[src/rtl/serializer_piso.sv]
`default_nettype none
// ============================================================================
//  Module      : serializer_piso
//  Description : Parallel-in / serial-out shifter with a three-state
//                IDLE -> SHIFT -> DONE frame sequencer.
//  Revision    : 1.0  initial release
// ============================================================================
module serializer_piso #(
    parameter int DATA_WIDTH = 8,     // parallel word width, 2..32
    parameter bit MSB_FIRST  = 1'b1   // 1: bit DATA_WIDTH-1 first, 0: bit 0 first
) (
    input  logic                  clk,
    input  logic                  rst,
    input  logic                  LOAD,
    input  logic [DATA_WIDTH-1:0] DATA_IN,
    output logic [DATA_WIDTH-1:0] BUFF,
    output logic                  serial_out,
    output logic                  shift,
    output logic                  TX_active,
    output logic                  ready,
    output logic                  done
);

    localparam int              CNT_W    = $clog2(DATA_WIDTH);
    localparam logic [CNT_W-1:0] CNT_LAST = CNT_W'(DATA_WIDTH - 1);
    localparam logic [CNT_W-1:0] CNT_ONE  = CNT_W'(1);

    typedef enum logic [1:0] {
        ST_IDLE  = 2'd0,
        ST_SHIFT = 2'd1,
        ST_DONE  = 2'd2
    } state_t;

    state_t                  state_q, state_d;
    logic [DATA_WIDTH-1:0]   buff_q,  buff_d;
    logic [CNT_W-1:0]        cnt_q,   cnt_d;
    logic                    serial_q, serial_d;

    // Shift-register contents after one shift toward the output end, and the
    // bit that will sit at the output end of the next register value.
    logic [DATA_WIDTH-1:0]   w_shifted;
    logic                    w_head_d;

    generate
        if (MSB_FIRST) begin : g_msb_first
            assign w_shifted = {buff_q[DATA_WIDTH-2:0], 1'b0};
            assign w_head_d  = buff_d[DATA_WIDTH-1];
        end else begin : g_lsb_first
            assign w_shifted = {1'b0, buff_q[DATA_WIDTH-1:1]};
            assign w_head_d  = buff_d[0];
        end
    endgenerate

    // serial_out is registered: it carries the head bit only while the next
    // state is SHIFT, so it is 0 in IDLE/DONE and right after reset.
    assign serial_d = (state_d == ST_SHIFT) ? w_head_d : 1'b0;

    // State, shift register, bit counter and serial output registers.
    always_ff @(posedge clk) begin
        if (rst) begin
            state_q  <= ST_IDLE;
            buff_q   <= '0;
            cnt_q    <= '0;
            serial_q <= 1'b0;
        end else begin
            state_q  <= state_d;
            buff_q   <= buff_d;
            cnt_q    <= cnt_d;
            serial_q <= serial_d;
        end
    end

    // Next-state logic and state-decoded status outputs.
    always_comb begin
        state_d   = state_q;
        buff_d    = buff_q;
        cnt_d     = cnt_q;
        shift     = 1'b0;
        TX_active = 1'b0;
        ready     = 1'b0;
        done      = 1'b0;
        case (state_q)
            ST_IDLE: begin
                ready = 1'b1;
                // LOAD only matters here; requests in SHIFT/DONE are dropped.
                if (LOAD) begin
                    buff_d  = DATA_IN;
                    cnt_d   = '0;
                    state_d = ST_SHIFT;
                end
            end
            ST_SHIFT: begin
                shift     = 1'b1;
                TX_active = 1'b1;
                buff_d    = w_shifted;
                cnt_d     = cnt_q + CNT_ONE;
                if (cnt_q == CNT_LAST) begin
                    state_d = ST_DONE;
                end
            end
            ST_DONE: begin
                done    = 1'b1;
                state_d = ST_IDLE;
            end
            default: begin
                state_d = ST_IDLE;
            end
        endcase
    end

    assign BUFF       = buff_q;
    assign serial_out = serial_q;

endmodule
`default_nettype wire

[config.mk]
export PLATFORM = sky130hd
export DESIGN_NAME = serializer_piso
export DESIGN_NICKNAME = d
export VERILOG_FILES = /design/src/rtl/serializer_piso.sv
export SDC_FILE = /design/constraint.sdc
export NUM_CORES = 1
export LEC_CHECK = 0
export ABC_AREA = 1
export CORE_UTILIZATION = 30
export CTS_BUF_LIST = sky130_fd_sc_hd__clkbuf_16
export DETAILED_ROUTE_END_ITERATION = 8
export HOLD_SLACK_MARGIN = 0.1
export PLACE_DENSITY = 0.69
export SETUP_SLACK_MARGIN = 0.1
export SYNTH_ARGS = -nofsm -noshare
export SYNTH_HDL_FRONTEND = slang
export SYNTH_SLANG_ARGS = --single-unit
[constraint.sdc]
create_clock -name clk -period 1.1 [get_ports clk]
set_clock_uncertainty 0.15 [all_clocks]
set_input_delay 0.165 -clock clk [delete_from_list [all_inputs] [get_ports clk]]
set_output_delay 0.165 -clock clk [all_outputs]
set_load 0.03 [all_outputs]
Word-level counts from Yosys, hierarchy flattened:

Index checks and enable logic that the tools add are counted.
W data, S select, Z words.

* add/sub/neg operators: 1
* eq/ne operators: 5
* muxes and demuxes: 10
* bitwise logic cells: 1
* reductions and logical operators: 4

Operators by type and width (count)
* $pmux W8 S2: 1
* $mux W8: 1
* $pmux W3 S2: 1
* $eq A2 B1 Y1 const B: 2
* $mux W2: 2
* $pmux W2 S2: 1
* $add A3 B1 Y3 const B: 1
* $eq A3 B3 Y1 const B: 1
* $mux W1: 3
* $mux W3: 1
* $eq A2 B2 Y1 const B: 1
* $logic_not A2 Y1: 1
* $ne A2 B2 Y1 const B: 1
* $reduce_and A2 Y1: 1
* $reduce_bool A2 Y1: 1
* $reduce_or A2 Y1: 1
* $not A1 Y1: 1

* register bits after elaboration: 14
* bits of input ports: 11

Logic depth before layout (Yosys ltp):

* word-level depth: 6
* depth in mapped cells: 7

Worst setup path before layout:

Ideal clock, no wire load.

* kind: reg-to-output
* from: reg state_q[0]
* to: out shift
* data arrival time: 1.245 ns
* required time: 0.785 ns
* path slack: -0.460 ns
* cell stages (with the launch flop): 4
* cell sequence: dfxtp_1 > inv_1 > nor2_1 > buf_4

* longest elaborated chain between the ends: 2

RTL lines
* start: declaration: RTL line 34 `state_t state_q, state_d;`
* start signal: assignment: RTL line 66 `state_q <= state_d;`
* $eq A2 B1 Y1
* $mux W1
* end: declaration: RTL line 18 `output logic shift,`

No other way between the ends.

Worst setup path in the final report:

* from: reg state_q[1]
* to: out shift

* longest elaborated chain between the ends: 2

RTL lines
* $eq A2 B1 Y1: RTL line 82 `case (state_q)`
* $mux W1: RTL line 82

No other way between the ends.

==> impl_metrics.csv <==
group,metric,value,unit
pwr,pwr-share-clk,42.4,%
sta,worst_slack,-0.239,ns
detailed_routing,firstDrtPassIters,4,
setup_path,cp-startpoint,"state_q[1]",
setup_path,critPathArrivalTime,1.02,ns
synthesis,synth-warning-count,0,
placement,hpwl,1.29,mm
placement,gp_congestion,0.811,
sta,clock.fmax,0.747,GHz
pwr,p_leak,0.706,nW
pwr,ir_worst_vdd,794,µV
finish,n_fill_cell,183,
clock_network,cts_max_path_buffers,2,
synthesis,syn_inst,112,
grt,grt_overflow,0,
setup_path,worst_path_most_repeated_cell,"buf_6",
finish,final_common_cell,"nand2_1",
setup_path,end_kind,"output port",
detailed_routing,drt_iter0_markers,13,
sta,relSlewSlack,87.3,%
synthesis,syn_area,723,µm²
die,die_area,2610,µm²
grt,grt_pass1_vias,834,
setup_path,crit_type,"reg -> out",
setup_path,slowest_delay,0.36,ns
synthesis,ys_types,17,
placement,preCtsSetupSlack,-0.282,ns
setup_path,worstPathCellList,"buf_6 -> nor2_4 -> buf_6",
min_path,worstHoldPathCells,4,
clock_network,insertion_delay,0.25,ns
die,core_area,2230,µm²
setup_path,worst_ep_required_time,0.78,ns
sta,fin_crit_sh,122,%
pwr,pwr-share-comb,23.8,%
finish,mostFrequentLayoutCells,"nand2_1 (25), buf_6 (22), buf_4 (18)",
detailed_routing,vias,855,
sta,maxSlewViolCount,0,
run_status,failed_checks,"negative setup slack",
die,initial_core_util,32.4,%
clock_network,cts_made_buffers,3,
setup_path,cp_slowest_cell,"dfxtp_4",
clock_network,cts-root-buf,"clkbuf_16",
pwr,power.switching,461,µW
finish,areaGrowthSynthToFinish,102,%
clock_network,cts_hold_buf,0,
placement,port_buffers,23,
min_path,holdCritPathClass,"in -> reg",
sta,hold_violations,0,
grt,antenna_found_initial,0,
clock_network,clk_pin_slew,0.05,ns
finish,finalNetCount,175,
synthesis,synthesis.nets,125,
pwr,p_seq_share,33.7,%
pwr,switching_share,27.5,%
clock_network,cts_tree,"done",
synthesis,yosysSeqAreaShare,38.8,%
die,rows,17,
grt,grt_pass1_wl,3.82,mm
grt,grt_use_total,20.1,%
finish,utilization,65.3,%
detailed_routing,postRouteAntennaNets,0,
setup_path,r2r_cells,6,
die,die_h,51.1,µm
synthesis,ys_seq_elements,14,
pwr,p_int,1.22,mW
finish,seq_area,302,µm²
pwr,p_per_area,1150,nW/µm²
finish,multiInputGateArea,478,µm²
synthesis,syn_avg_cell_area,6.46,µm²
setup_path,cp-start-kind,"flop",
detailed_routing,drcViolationCount,0,
detailed_routing,avgViaCountPerCell,4.52,
sta,worst_pin_slew,0.189,ns
run_status,outcome,"finished with violations",
clock_network,numClockSinks,14,
grt,grt_max_degree,9,
run,cap_violations,0,
finish,drive_above_1_share,50.3,%
sta,finalCriticalPeriod,1.34,ns
pwr,total_power,1.68,mW
clock_network,h-tree-depth,1,
detailed_routing,finalWirelength,2.51,mm
sta,setup_violations,17,
setup_path,reg2reg_from,"state_q[1]",
detailed_routing,wl_per_cell,13.3,µm
setup_path,cp_max_fo,3,
die,pin_count,24,
sta,rsz0062_at_grt,"true",
die,die_w,51.1,µm
min_path,min_from,"LOAD",
finish,diodes,0,
logic make-up (layout without fill, tap and decap cells):
kind of cell,count (synthesis),after routing,share of synthesized area (%)
AND/OR/NAND/NOR,63,63,37.0
AO/OA/AOI/OAI,8,8,5.54
buffers and inverters,25,74,15.2
adder cells (fa/ha/maj),2,2,3.46
flip-flops,14,14,38.8
sequential cells by signal, summed over array words and instances, names as in the netlist:
name,flops
cnt_q,3
state_q,2
BUFF,8
serial_out,1
area by class of cell:
class                           instances  area share, %
Tap cell                               28           2.40
Timing Repair Buffer                   50           33.3
Clock inverter                          1          0.257
Inverter                               20           5.49
Multi-Input combinational cell         73           32.8
Clock buffer                            3           5.15
Sequential cell                        14           20.7
power by group through the flow:
stage	registers, mW	clock network [mW]	logic, mW
6_report	0.566	0.712	0.400
5_1_grt	0.569	0.743	0.430
4_1_cts	0.565	0.705	0.360
3_5_place_dp	0.573	0	0.285
3_3_place_gp	0.573	0	0.283
2_1_floorplan	0.607	0	0.135
per-stage QoR:
stage               cells  instance area (µm²)  setup TNS (ns)  hold slack [ns]
floorplan             112                  788         -0.0486           0.0844
global placement      169                 1060           -3.09            0.331
detailed placement    169                 1060           -3.21            0.328
CTS                   188                 1390           -2.22            0.333
global route          189                 1460           -2.99            0.289
finish                189                 1460           -2.19            0.246
Yosys cell counts, drive strengths merged:
cell type | n | area (µm²)
nand3 | 10 | 50.1
clkbuf | 1 | 3.75
nor2 | 21 | 81.3
a21oi | 6 | 30.0
o21ai | 2 | 10.0
nand2 | 31 | 131
nor3 | 1 | 5.00
buf | 4 | 31.3
inv | 20 | 75.1
ha | 2 | 25.0
dfxtp | 14 | 280
routing by layer:
layer / vias to the layer above / part of all wire [%] / global-route usage [%]
met3: 4 / 4.4 / 4.17
met2: 23 / 53 / 32.2
li1: 434 / - / -
met5: - / 0 / 0
met4: 0 / 0.84 / 11.1
met1: 394 / 42 / 24.7
final timing paths:
path	to	slack (ns)
worst min register to register	cnt_q[1]	0.34
worst max-delay path	shift	-0.24
worst max register to register	cnt_q[1]	-0.14
worst min-delay path	cnt_q[0]	0.25
worst max-delay path, delay by kind of cell (launching register included):
| family | cells | cell delay [ns] |
|---|---|---|
| buf+inv | 2 | 0.27 |
| flops | 1 | 0.36 |
| simple gates | 1 | 0.13 |
repair_timing:
item                                    in CTS  in global routing
endpoints found under the hold margin        0                  0
cloned                                       0                  0
buffers inserted                            15                  1
endpoints found under the setup margin      27                 27
gates resized for setup                     38                 19
pin swaps                                    8                 16
Note: power is estimated with default switching activity, not from simulation.
